$ cat config.mk
export PLATFORM = sky130hd
export DESIGN_NAME = wb_retire_unit
export DESIGN_NICKNAME = d
export VERILOG_FILES = /design/src/rtl/pipeline_pkg.sv /design/src/rtl/wb_load_ext.sv /design/src/rtl/wb_retire_unit.sv
export SDC_FILE = /design/constraint.sdc
export NUM_CORES = 1
export LEC_CHECK = 0
export ABC_AREA = 1
export CORE_MARGIN = 5
export CORE_UTILIZATION = 42
export DETAILED_ROUTE_END_ITERATION = 12
export GPL_TIMING_DRIVEN = 0
export PLACE_DENSITY = 0.83
export SLEW_MARGIN = 5
export SYNTH_ARGS = -nofsm -noshare
export SYNTH_HDL_FRONTEND = slang
export SYNTH_SLANG_ARGS = --single-unit
$ cat constraint.sdc
create_clock -name CLK -period 2.63 [get_ports CLK]
set_input_delay 0.6575 -clock CLK [delete_from_list [all_inputs] [get_ports CLK]]
set_output_delay 0.6575 -clock CLK [all_outputs]
set_load 0.02 [all_outputs]
$ cat src/rtl/pipeline_pkg.sv
// pipeline_pkg
//   Encodings shared by the pipeline stages: writeback data select (RWSrc),
//   load format (OPSrc), PC source (PCSrc) and the halt drain FSM states.
//   FSM states are plain localparam vectors so older pipeline files that
//   compare against raw codes keep working.
package pipeline_pkg;

  // Writeback data select
  localparam logic [1:0] RW_ALU  = 2'b00;
  localparam logic [1:0] RW_LOAD = 2'b01;
  localparam logic [1:0] RW_PC4  = 2'b10;
  localparam logic [1:0] RW_COND = 2'b11;

  // Load format
  localparam logic [1:0] OP_WORD  = 2'b00;
  localparam logic [1:0] OP_HALF  = 2'b01;
  localparam logic [1:0] OP_BYTE  = 2'b10;
  localparam logic [1:0] OP_BYTEU = 2'b11;

  // PC source of the retiring entry
  localparam logic [1:0] PC_NONE   = 2'b00;
  localparam logic [1:0] PC_BRANCH = 2'b01;
  localparam logic [1:0] PC_JUMP   = 2'b10;
  localparam logic [1:0] PC_RSVD   = 2'b11;

  // Halt drain FSM
  localparam logic [1:0] ST_RUN    = 2'b00;
  localparam logic [1:0] ST_DRAIN  = 2'b01;
  localparam logic [1:0] ST_HALTED = 2'b10;

endpackage

$ cat src/rtl/wb_load_ext.sv
// wb_load_ext
//   Purely combinational load aligner/extender.
//   Ports:
//     op_src  in  2   load format (word / half signed / byte signed / byte unsigned)
//     addr_lo in  2   low address bits selecting the byte or half lane
//     word    in  32  raw word read from data memory
//     data    out 32  aligned and extended load result
//   Half loads use addr_lo[1] only; word loads ignore addr_lo entirely.
module wb_load_ext
  import pipeline_pkg::*;
(
  input  logic [1:0]  op_src,
  input  logic [1:0]  addr_lo,
  input  logic [31:0] word,
  output logic [31:0] data
);

  logic [15:0] half_v;
  logic [7:0]  byte_v;

  // NOTE: every variable gets a default at the top of always_comb so no
  // path through the block can leave it unassigned and infer a latch.
  always_comb begin
    half_v = addr_lo[1] ? word[31:16] : word[15:0];
    byte_v = word[7:0];
    case (addr_lo)
      2'd1:    byte_v = word[15:8];
      2'd2:    byte_v = word[23:16];
      2'd3:    byte_v = word[31:24];
      default: byte_v = word[7:0];
    endcase

    data = word;
    case (op_src)
      OP_WORD:  data = word;
      OP_HALF:  data = {{16{half_v[15]}}, half_v};
      OP_BYTE:  data = {{24{byte_v[7]}}, byte_v};
      OP_BYTEU: data = {24'd0, byte_v};
      default:  data = word;
    endcase
  end

endmodule

$ cat src/rtl/wb_retire_unit.sv
// wb_retire_unit
//   Writeback / retire stage fed by the MEM/WB pipeline register.
//   - Selects and extends RF write data, drives the RF write port.
//   - Drives the fetch redirect for taken branches and jumps.
//   - Counts retired instructions (NUM_INST, wraps).
//   - Holds a one-entry registered copy of the last RF write for ID forwarding.
//   - Runs the halt drain FSM: RUN -> DRAIN (DRAIN_CYCLES cycles) -> HALTED.
//   Ports:
//     CLK, RSTn          clock, synchronous active-low reset
//     STALL              entry in WB is not retired while high
//     RWSrc, OPSrc       write-data select, load format
//     PCSrc_MEMWB        redirect kind of the entry
//     RF_WE, NUM_CHECK   entry writes RF / counts as retired instruction
//     ALUOUT_MEMWB       ALU result, branch/jump target, load address
//     ADD_PC_MEMWB       PC+4 of the entry
//     D_MEM_DI_OUT       raw loaded word
//     WA_MEMWB           destination register
//     HALT               entry is a halt instruction
//     Branch_Cond_MEMWB  branch taken / compare result
//     RF_WE_OUT/RF_WA/RF_WD     RF write port (combinational)
//     PC_REDIR/PC_TARGET        fetch redirect (combinational)
//     FWD_VALID/FWD_WA/FWD_WD   registered last write
//     NUM_INST                  retired count
//     HALT_REQ / HALT_OUT       registered halt status
module wb_retire_unit
  import pipeline_pkg::*;
#(
  parameter int DRAIN_CYCLES = 2,
  parameter int CNT_W        = 32
) (
  input  logic             CLK,
  input  logic             RSTn,
  input  logic             STALL,
  input  logic [1:0]       RWSrc,
  input  logic [1:0]       OPSrc,
  input  logic [1:0]       PCSrc_MEMWB,
  input  logic             RF_WE,
  input  logic             NUM_CHECK,
  input  logic [31:0]      ALUOUT_MEMWB,
  input  logic [31:0]      ADD_PC_MEMWB,
  input  logic [31:0]      D_MEM_DI_OUT,
  input  logic [4:0]       WA_MEMWB,
  input  logic             HALT,
  input  logic             Branch_Cond_MEMWB,
  output logic             RF_WE_OUT,
  output logic [4:0]       RF_WA,
  output logic [31:0]      RF_WD,
  output logic             PC_REDIR,
  output logic [31:0]      PC_TARGET,
  output logic             FWD_VALID,
  output logic [4:0]       FWD_WA,
  output logic [31:0]      FWD_WD,
  output logic [CNT_W-1:0] NUM_INST,
  output logic             HALT_REQ,
  output logic             HALT_OUT
);

  localparam int DC_W = (DRAIN_CYCLES > 1) ? $clog2(DRAIN_CYCLES) : 1;
  localparam logic [DC_W-1:0] DRAIN_LOAD = DC_W'(DRAIN_CYCLES - 1);

  logic [1:0]       state_q,     state_d;
  logic [DC_W-1:0]  drain_cnt_q, drain_cnt_d;
  logic             fwd_valid_q, fwd_valid_d;
  logic [4:0]       fwd_wa_q,    fwd_wa_d;
  logic [31:0]      fwd_wd_q,    fwd_wd_d;
  logic [CNT_W-1:0] num_inst_q,  num_inst_d;
  logic             halt_req_q,  halt_req_d;
  logic             halt_out_q,  halt_out_d;

  logic        retire;
  logic        wr_en;
  logic        redir_sel;
  logic [31:0] load_data;
  logic [31:0] wb_data;

  // Only an unstalled entry in RUN retires; everything visible downstream
  // is gated by this.
  assign retire = ~STALL & (state_q == ST_RUN);

  wb_load_ext u_load_ext (
    .op_src  (OPSrc),
    .addr_lo (ALUOUT_MEMWB[1:0]),
    .word    (D_MEM_DI_OUT),
    .data    (load_data)
  );

  always_comb begin
    wb_data = ALUOUT_MEMWB;
    case (RWSrc)
      RW_ALU:  wb_data = ALUOUT_MEMWB;
      RW_LOAD: wb_data = load_data;
      RW_PC4:  wb_data = ADD_PC_MEMWB;
      RW_COND: wb_data = {31'd0, Branch_Cond_MEMWB};
      default: wb_data = ALUOUT_MEMWB;
    endcase
  end

  always_comb begin
    redir_sel = 1'b0;
    case (PCSrc_MEMWB)
      PC_NONE:   redir_sel = 1'b0;
      PC_BRANCH: redir_sel = Branch_Cond_MEMWB;
      PC_JUMP:   redir_sel = 1'b1;
      PC_RSVD:   redir_sel = 1'b0;
      default:   redir_sel = 1'b0;
    endcase
  end

  // A halt entry retires (and may count) but never writes x0..x31 or redirects.
  assign wr_en     = retire & ~HALT & RF_WE & (WA_MEMWB != 5'd0);
  assign RF_WE_OUT = wr_en;
  assign RF_WA     = retire ? WA_MEMWB : 5'd0;
  assign RF_WD     = retire ? wb_data : 32'd0;
  assign PC_REDIR  = retire & ~HALT & redir_sel;
  assign PC_TARGET = retire ? ALUOUT_MEMWB : 32'd0;

  always_comb begin
    // Forwarding copy: address/data hold when no write, valid drops.
    fwd_valid_d = wr_en;
    fwd_wa_d    = wr_en ? WA_MEMWB : fwd_wa_q;
    fwd_wd_d    = wr_en ? wb_data  : fwd_wd_q;

    num_inst_d  = (retire & NUM_CHECK) ? num_inst_q + CNT_W'(1) : num_inst_q;

    // Drain counter runs independently of STALL once in DRAIN.
    state_d     = state_q;
    drain_cnt_d = drain_cnt_q;
    case (state_q)
      ST_RUN: begin
        if (retire & HALT) begin
          state_d     = ST_DRAIN;
          drain_cnt_d = DRAIN_LOAD;
        end
      end
      ST_DRAIN: begin
        if (drain_cnt_q == '0) state_d = ST_HALTED;
        else                   drain_cnt_d = drain_cnt_q - 1'b1;
      end
      ST_HALTED: state_d = ST_HALTED;
      default:   state_d = ST_RUN;
    endcase

    // Status flags are registered copies of the state being entered.
    halt_req_d = (state_d != ST_RUN);
    halt_out_d = (state_d == ST_HALTED);
  end

  // NOTE: sequential state uses non-blocking assignments so every flop
  // samples the pre-edge values regardless of statement order.
  // NOTE: reset is synchronous (only sampled on the clock edge), matching
  // the rest of the pipeline.
  always_ff @(posedge CLK) begin
    if (!RSTn) begin
      state_q     <= ST_RUN;
      drain_cnt_q <= '0;
      fwd_valid_q <= 1'b0;
      fwd_wa_q    <= 5'd0;
      fwd_wd_q    <= 32'd0;
      num_inst_q  <= '0;
      halt_req_q  <= 1'b0;
      halt_out_q  <= 1'b0;
    end else begin
      state_q     <= state_d;
      drain_cnt_q <= drain_cnt_d;
      fwd_valid_q <= fwd_valid_d;
      fwd_wa_q    <= fwd_wa_d;
      fwd_wd_q    <= fwd_wd_d;
      num_inst_q  <= num_inst_d;
      halt_req_q  <= halt_req_d;
      halt_out_q  <= halt_out_d;
    end
  end

  assign FWD_VALID = fwd_valid_q;
  assign FWD_WA    = fwd_wa_q;
  assign FWD_WD    = fwd_wd_q;
  assign NUM_INST  = num_inst_q;
  assign HALT_REQ  = halt_req_q;
  assign HALT_OUT  = halt_out_q;

endmodule

=== Word-level counts from Yosys, hierarchy flattened ===
Cells that the tools add are included.

* Bits in registers: 75
* Input bits: 114
* Output and inout port bits: 143
* Logic and storage cells: 58

* $add $sub $neg: 2
* Equal/unequal tests: 16
* Muxes and demuxes: 14
* Bitwise logic cells: 9
* Reduce and logical (&&, ||, !) cells: 9

{| class="wikitable"
|+ Operators by type and width
! operator !! number
|-
| $pmux W32 S4 || 2
|-
| $mux W32 || 2
|-
| $add A32 B1 Y32 const B || 1
|-
| $pmux W8 S3 || 1
|-
| $eq A2 B2 Y1 const B || 10
|-
| $mux W16 || 1
|-
| $eq A2 B1 Y1 const B || 5
|-
| $logic_not A2 Y1 || 4
|-
| $and A1 B1 Y1 || 7
|-
| $pmux W2 S3 || 1
|-
| $mux W5 || 1
|-
| $reduce_bool A5 Y1 || 1
|-
| $mux W2 || 2
|-
| $reduce_bool A2 Y1 || 2
|-
| $pmux W1 S3 || 1
|-
| $mux W1 || 2
|-
| $ne A2 B1 Y1 const B || 1
|-
| $not A1 Y1 || 2
|-
| $pmux W1 S2 || 1
|-
| $reduce_and A2 Y1 || 1
|-
| $reduce_or A2 Y1 || 1
|-
| $sub A1 B1 Y1 const B || 1
|}

=== Depth between registers and ports, before layout ===
Gate-level depths: netlist of run 1.

* Depth after elaboration: 6
* Mapped depth: 12
* Depth with buffers taken out: 11

=== Cells and area by module ===
A second synthesis of run 1 with hierarchy kept.

* Cell total of the unflattened synthesis: 1033
* Area total of the unflattened synthesis: 5825.6 um^2

{| class="wikitable"
|+ Modules (own cells, without submodules)
! module !! instances !! cells an instance !! area each (um^2) !! seq. area each (um^2)
|-
| wb_retire_unit || 1 || 857 || 4869.7 || 1501.4
|-
| wb_load_ext || 1 || 176 || 955.9 || 0.0
|}

=== Least setup slack after synthesis of run 1 ===
OpenSTA, ideal clock, no wires.

* Path kind: input-to-output
* Start: in ALUOUT_MEMWB[0]
* End: out RF_WD[27]
* Arrival time: 1.949 ns
* Required time: 1.972 ns
* Setup slack: 0.023 ns
* Cell stages on the path: 9
* Buffers on the path: 2
* Cell sequence: buf_4 > clkinv_1 > nand3_1 > nand3_1 > nand3_1 > nand2_2 > buf_2 > nand2_1 > a31oi_1

* Cells in the longest elaborated chain, start to end: 5
* Elaborated cells on any way between the ends: 7
* Classes of those cells: eq/ne (3); mux (4)

{| class="wikitable"
|+ Ends and longest elaborated chain
! item !! line !! RTL
|-
| start, declared || wb_retire_unit.sv:39 || <nowiki>input logic [31:0] ALUOUT_MEMWB,</nowiki>
|-
| $eq A2 B2 Y1 / $eq A2 B1 Y1 (equally long branches) || wb_load_ext.sv:26 || <nowiki>case (addr_lo)</nowiki>
|-
| $pmux W8 S3 (*) || wb_load_ext.sv:26 ||
|-
| $pmux W32 S4 (*) || wb_load_ext.sv:34 || <nowiki>case (op_src)</nowiki>
|-
| $pmux W32 S4 (*) || wb_retire_unit.sv:89 || <nowiki>case (RWSrc)</nowiki>
|-
| $mux W32 (*) || wb_retire_unit.sv:113 || <nowiki>assign RF_WD = retire ? wb_data : 32'd0;</nowiki>
|-
| end, declared || wb_retire_unit.sv:47 || <nowiki>output logic [31:0] RF_WD,</nowiki>
|}

Every way passes the cells marked *; elsewhere a longest branch is shown, timed or not.

=== Worst setup path after layout of run 1 ===
* Start: in STALL
* End: out RF_WE_OUT

* Cells in the longest elaborated chain, start to end: 5

{| class="wikitable"
|+ Ends and longest elaborated chain
! item !! line !! RTL
|-
| start, declared || wb_retire_unit.sv:33 || <nowiki>input logic STALL,</nowiki>
|-
| $not A1 Y1 || wb_retire_unit.sv:78 || <nowiki>assign retire = ~STALL & (state_q == ST_RUN);</nowiki>
|-
| $and A1 B1 Y1 || wb_retire_unit.sv:78 ||
|-
| $and A1 B1 Y1 (3 in series) || wb_retire_unit.sv:110 || <nowiki>assign wr_en = retire & ~HALT & RF_WE & (WA_MEMWB != 5'd0);</nowiki>
|-
| end, declared || wb_retire_unit.sv:45 || <nowiki>output logic RF_WE_OUT,</nowiki>
|}

No other way between the ends.

==> reports/metrics.csv, run 1 <==
metric,value,unit
antenna_found_initial,5,
numCtsBuffers,9,
final_common_cell,nand2_1,
grtUsageTotal,34.4,%
setup_tns,0,ns
yosys-top-cells-area,"dfxtp_1 28%, nand2_1 22%, nor2_1 15%",
crit_path_end_kind,primary output,
dieArea,15200,µm²
synth_cells,994,
hpwl,20.8,mm
ff_latch_area,1500,µm²
ys_warn_count,0,
dieHeight,123,µm
crit_buf_inv,4,
synth-seq-cells,75,
pre_cts_ws,-1.38,ns
path_delay_family,buffers and inverters,
setup_violations,0,
cts_tree,built,
overflow,0,
hold_viol_final,0,
path_depth,7,
fill_cells,1189,
rows,41,
ir_worst_vdd,0.000311,V
core_area,12600,µm²
cts-root-buf,clkbuf_16,
grt_pass1_wl,39.6,mm
worstReg2RegStart,state_q[0],
cts_sinks,75,
crit_start,STALL,
rr_worst_depth,10,
wl_per_cell,18.1,µm
synth_edf_count,0,
mostFrequentLayoutCells,"304 x nand2_1, 201 x nor2_1, 163 x clkdlybuf4s50_1",
fin_area,8960,µm²
yosysTopAreaCellShare,27.8,%
slowest_delay,0.42,ns
io_pins,257,
die_w,123,µm
drv_slew,0,
synth_compound_area_share,12.7,%
outcome,"complete, no violations",
multiInputGateArea,3460,µm²
synthesis.area,5400,µm²
clkTransAtPathRegs,0.06,ns
required,1.97,ns
synthAdderAreaFrac,0.232,%
critical_path_class,primary input to primary output,
ant_nets,0,
cts_buffer_depth,2,
synthToLayoutAreaGrowth,66.0,%
synth_simple_gate_area_share,45.4,%
port_buffers,255,
yosys.area.top_type,dfxtp_1,
hp-class,flip-flop to flip-flop,
synth_xor_area_share,1.30,%
viasPerCell,5.20,
muxShareOfSynthArea,0,%
skew,0.0101,ns
yosysUniqueCellTypes,30,
finish.net_count,1401,
r2r_setup_slack,0.37,ns
fmax,381,MHz
p_per_area,410,nW/µm²
worst_slew_pin_slew,0.636,ns
synth_nets,1109,
worst_skew_pair.late_latency,0.35,ns
startpoint_type,primary input,
total_power,0.00367,W
slowest_stage,clkdlybuf4s50_1,
route.detailed.drc,0,
endpoint,RF_WE_OUT,
syn-mean-instance-area,5.43,µm²
grt_max_degree,19,
cp.arrival,1.97,ns
hold_slack,0.487,ns
cap_violations,0,
drt_wl_total,26.5,mm
crit_fanout,8,
async_flop_share,0,%
layout-drive-gt1-share,15.6,%
final.min_clock_period,2.63,ns
finalWeightedCongestion,1.04,
post-route-worst-setup-slack,0.00296,ns
num_vias,7633,
ys.flop_type,dfxtp_1,
synth_top_family_by_area,simple AND/OR/NAND/NOR gates,
initial_utilization,42.8,%
rsz0062_at_grt,yes,
min_period_over_period,99.9,%
r2r-end,FWD_WD[20],
drt_pass1_iterations,5,
drt_iter0_drc,786,
grt_pass1_vias,7190,
power.leakage,4.07,nW
htree_num_levels,3,
timing.critical_path.cells,clkdlybuf4s50_1 -> inv_2 -> nand2_4 -> or2_4 -> nor2_4 -> buf_12 -> buf_6,
placedInstanceArea,8170,µm²
relSlewSlack,57.6,%
ys_seq_area_share,27.8,%
-- how the worst min path moves through the flow --
stage | cells past startpoint | startpoint | to
6_report | 2 | drain_cnt_q | drain_cnt_q
5_1_grt | 2 | NUM_INST[31] | NUM_INST[31]
4_1_cts | 2 | drain_cnt_q | drain_cnt_q
3_5_place_dp | 2 | drain_cnt_q | drain_cnt_q
3_3_place_gp | 2 | drain_cnt_q | drain_cnt_q
2_1_floorplan | 2 | drain_cnt_q | drain_cnt_q
-- state kept, by name, indices dropped and copies added (netlist names) --
name / count
FWD_WA: 5
FWD_WD: 32
HALT_OUT: 1
drain_cnt_q: 1
NUM_INST: 32
FWD_VALID: 1
HALT_REQ: 1
state_q: 2
-- report_power, final --
part           switching (W)  leakage [nW]  internal, W
clock network       0.000546         0.155     0.000773
registers          0.0000238         0.609      0.00117
logic               0.000668          3.31     0.000488
total                0.00124          4.07      0.00244
-- cells in the mapped netlist, types with 2 or more instances --
cell / count
nor3_1: 2
clkinv_1: 2
nand4_1: 13
nand2_2: 2
o21ai_0: 47
a21oi_1: 63
nor2_2: 3
o21ai_1: 2
nand3b_1: 14
buf_1: 8
nand3_1: 49
inv_1: 126
buf_6: 2
nor2_1: 209
nand2_1: 315
dfxtp_1: 75
a31oi_1: 14
buf_2: 5
o211ai_1: 2
buf_4: 5
clkbuf_1: 21
xor2_1: 7
-- tightest hold or removal path, delay by kind of cell (launching register included) --
family | cells | cell delay, ns
AOI/OAI and AO/OA | 1 | 0.05
DFF | 1 | 0.32
and+or+nand+nor | 1 | 0.06
-- cell type report --
cell class	instances	area share (%)
Multi-Input combinational cell	750	38.6
Sequential cell	75	16.8
Buffer	40	4.16
Clock buffer	10	2.67
Timing Repair inverter	1	0.0558
Clock inverter	6	0.810
Antenna cell	5	0.140
Timing Repair Buffer	280	28.8
Inverter	129	5.68
Tap cell	172	2.40
-- routing by layer --
metal	part of all wire, %	GRT usage, %
met1	39	40.6
met3	8.8	10.2
met4	4.4	15.6
met5	0	0
met2	48	57.6
-- kinds of logic (layout without fill, tap and decap cells) --
group | Yosys count | count (layout)
fa+ha+maj | 1 | 1
buf+inv | 170 | 466
flops | 75 | 75
other cells | 0 | 5
xor+xnor | 8 | 8
simple gates | 609 | 610
compound gates | 131 | 131
-- stage by stage --
stage / util (%) / std cells
after global placement: 64.7 / 1421
after global routing: 71.0 / 1468
after floorplan: - / 994
final: 71.0 / 1468
after detailed placement: 64.7 / 1421
after CTS: 69.5 / 1451
-- timing repair --
item | in CTS | in global routing
gates resized for setup | 372 | 115
hold buffers | 0 | 0
endpoints found under the setup margin | 71 | 68
buffers inserted | 12 | 11
pin swaps | 21 | 20
gates cloned | 3 | 1
Power figures use the tool's default switching activity.
==> run 2: changes to the inputs <==
- ABC_CLOCK_PERIOD_IN_PS: default -> 2630
==> results of run 2 <==
No change in the layout: final DEF, timing and power equal those of run 1.
==> run 3: changes to the inputs <==
- CORE_MARGIN: 5 -> 4
==> run 3 against run 2 <==
Net effect:
- clock power increased by 6%
- via count shrank 0.83%
- first-iteration DRC count shrank 4.1%
- global-route usage up 0.55 points
- design area fell by 0.92%
- die area down 3.2%
- critical path type unchanged
- worst setup slack improved by 0.021 ns
- flip-flop and latch count stayed put
==> reports/metrics.csv, run 3 (same netlist as run 1, synthesis figures left out) <==
metric,value,unit,change
grt_pass1_vias,7039,,-2.1%
hpwl,21.0,mm,+1.2%
final_common_cell,nand2_1,,
cp.arrival,1.95,ns,-0.02 ns
p_per_area,421,nW/µm²,+2.8%
dieArea,14700,µm²,-3.2%
wl_per_cell,18.3,µm,+1.1%
pre_cts_ws,-1.38,ns,+0.00344 ns
grt_pass1_wl,39.1,mm,-1.1%
path_delay_family,buffers and inverters,,
post-route-worst-setup-slack,0.0242,ns,+0.0213 ns
cts_sinks,75,,unchanged
num_vias,7570,,-0.83%
ir_worst_vdd,0.000324,V,+4.3%
htree_num_levels,3,,unchanged
holdBufCountCts,0,,unchanged
grtUsageMet2,58.9,%,+1.3 points
port_buffers,255,,unchanged
hold_slack,0.478,ns,-0.00943 ns
die_w,121,µm,-1.6%
slowest_stage,clkdlybuf4s50_1,,
crit_top_cell,nand2_1,,
antenna_found_initial,2,,-3
overflow,0,,unchanged
grt_max_degree,19,,unchanged
crit_buf_inv,3,,-1
grt_use_met1,42.1,%,+1.5 points
drt_wl_total,26.6,mm,+0.31%
cts-root-buf,clkbuf_16,,
dieHeight,121,µm,-1.6%
initial_utilization,42.8,%,unchanged
rows,41,,unchanged
route.detailed.drc,0,,unchanged
crit_path_end_kind,primary output,,
drt_iter0_drc,754,,-4.1%
critical_path_class,primary input to primary output,,
hold_viol_final,0,,unchanged
placedInstanceArea,8170,µm²,unchanged
drv_slew,0,,unchanged
required,1.97,ns,about the same
fmax,384,MHz,+0.82%
power.leakage,4.06,nW,-0.37%
hp-class,flip-flop to flip-flop,,
io_pins,257,,unchanged
startpoint_type,primary input,,
drt_pass1_iterations,6,,+1
outcome,"complete, no violations",,
timing.critical_path.cells,clkdlybuf4s50_1 -> inv_1 -> o21ai_1 -> nand2_1 -> o211ai_1 -> nand2_1 -> a21oi_2 -> buf_6,,
core_area,12600,µm²,unchanged
multiInputGateArea,3410,µm²,-1.3%
skew,0.00738,ns,-0.00275 ns
numCtsBuffers,9,,unchanged
viasPerCell,5.20,,about the same
busiest_layer,met2,,
fin_area,8880,µm²,-0.92%
mostFrequentLayoutCells,"304 x nand2_1, 200 x nor2_1, 161 x clkdlybuf4s50_1",,
ff_latch_area,1500,µm²,unchanged
cap_violations,0,,unchanged
finalWeightedCongestion,1.06,,+1.5%
layout-drive-gt1-share,14.2,%,-1.4 points
grtUsageTotal,35.0,%,+0.55 points
use_met3,6.85,%,-3.3 points
setup_violations,0,,unchanged
cts_tree,built,,
min_period_over_period,99.1,%,-0.81 points
crit_fanout,2,,-6
worst_skew_pair.late_latency,0.35,ns,about the same
final.min_clock_period,2.61,ns,-0.0213 ns
finish.net_count,1393,,-0.57%
synthToLayoutAreaGrowth,64.5,%,
fill_cells,1156,,-2.8%
relSlewSlack,49.2,%,-8.3 points
cts_buffer_depth,2,,unchanged
clkTransAtPathRegs,0.06,ns,about the same
ant_nets,0,,unchanged
slowest_delay,0.46,ns,+0.04 ns
worst_slew_pin_slew,0.761,ns,+0.125 ns
run 3: cell count changes in the layout (fill, tap and decap cells not counted), sizes merged, moves of 2 or more:
cell           before  now
clkbuf             41   35
diode               5    2
buf                92   78
clkdlybuf4s50     163  161
dlygate4sd2        18   33
run 3: power by group:
group	switching (W)	total [W]	leakage, nW	internal (W)
sequential	0.0000224	0.00120	0.609	0.00117
clock	0.000534	0.00140	0.164	0.000867
combinational	0.000666	0.00114	3.29	0.000475
total	0.00122	0.00374	4.06	0.00252
run 3: metrics by stage:
stage	setup TNS [ns]	utilization [%]	power (W)	instances
floorplan	0	-	0.00171	994
global placement	-70.60	64.7	0.00227	1421
detailed placement	-69.70	64.7	0.00228	1421
CTS	-0.0845	68.9	0.00368	1446
global route	-0.00102	70.4	0.00386	1457
finish	0	70.4	0.00374	1457
run 3: area by class of cell:
class	count	share of cell area, %
clock inverters	6	1.07
plain buffers	40	4.04
clock buffers	10	2.69
repair buffers	272	28.6
diodes	2	0.0564
repair inverters	1	0.0564
well taps	172	2.42
multi-input cells	750	38.4
inverters	129	5.71
flip-flops and latches	75	16.9
run 3: worst min-delay path, delay by kind of cell, from the launching register on:
kind	cells	cell delay [ns]
flops	1	0.32
simple gates	1	0.06
compound gates	1	0.05
run 3: repair_timing:
action                     4_1_cts  5_1_grt
setup buffers                    9        6
gates cloned                     1        3
setup endpoints to repair       71       56
gates resized for setup        370       80
pin swaps                       18       12
run 3: path summary, 6_finish.rpt:
check	cells after the start	slack (ns)	endpoint	startpoint
setup / recovery	8	0.02	RF_WD[1]	D_MEM_DI_OUT[1]
hold / removal	2	0.48	drain_cnt_q	drain_cnt_q
hold reg to reg	2	0.48	drain_cnt_q	drain_cnt_q
setup reg to reg	10	0.31	FWD_WD[20]	state_q[0]
run 3: metal layers:
metal / share of wire, % / wire [µm]
met1: 39 / 10400
met2: 47 / 12600
met3: 8.1 / 2170
met4: 5.4 / 1450
met5: 0 / 0
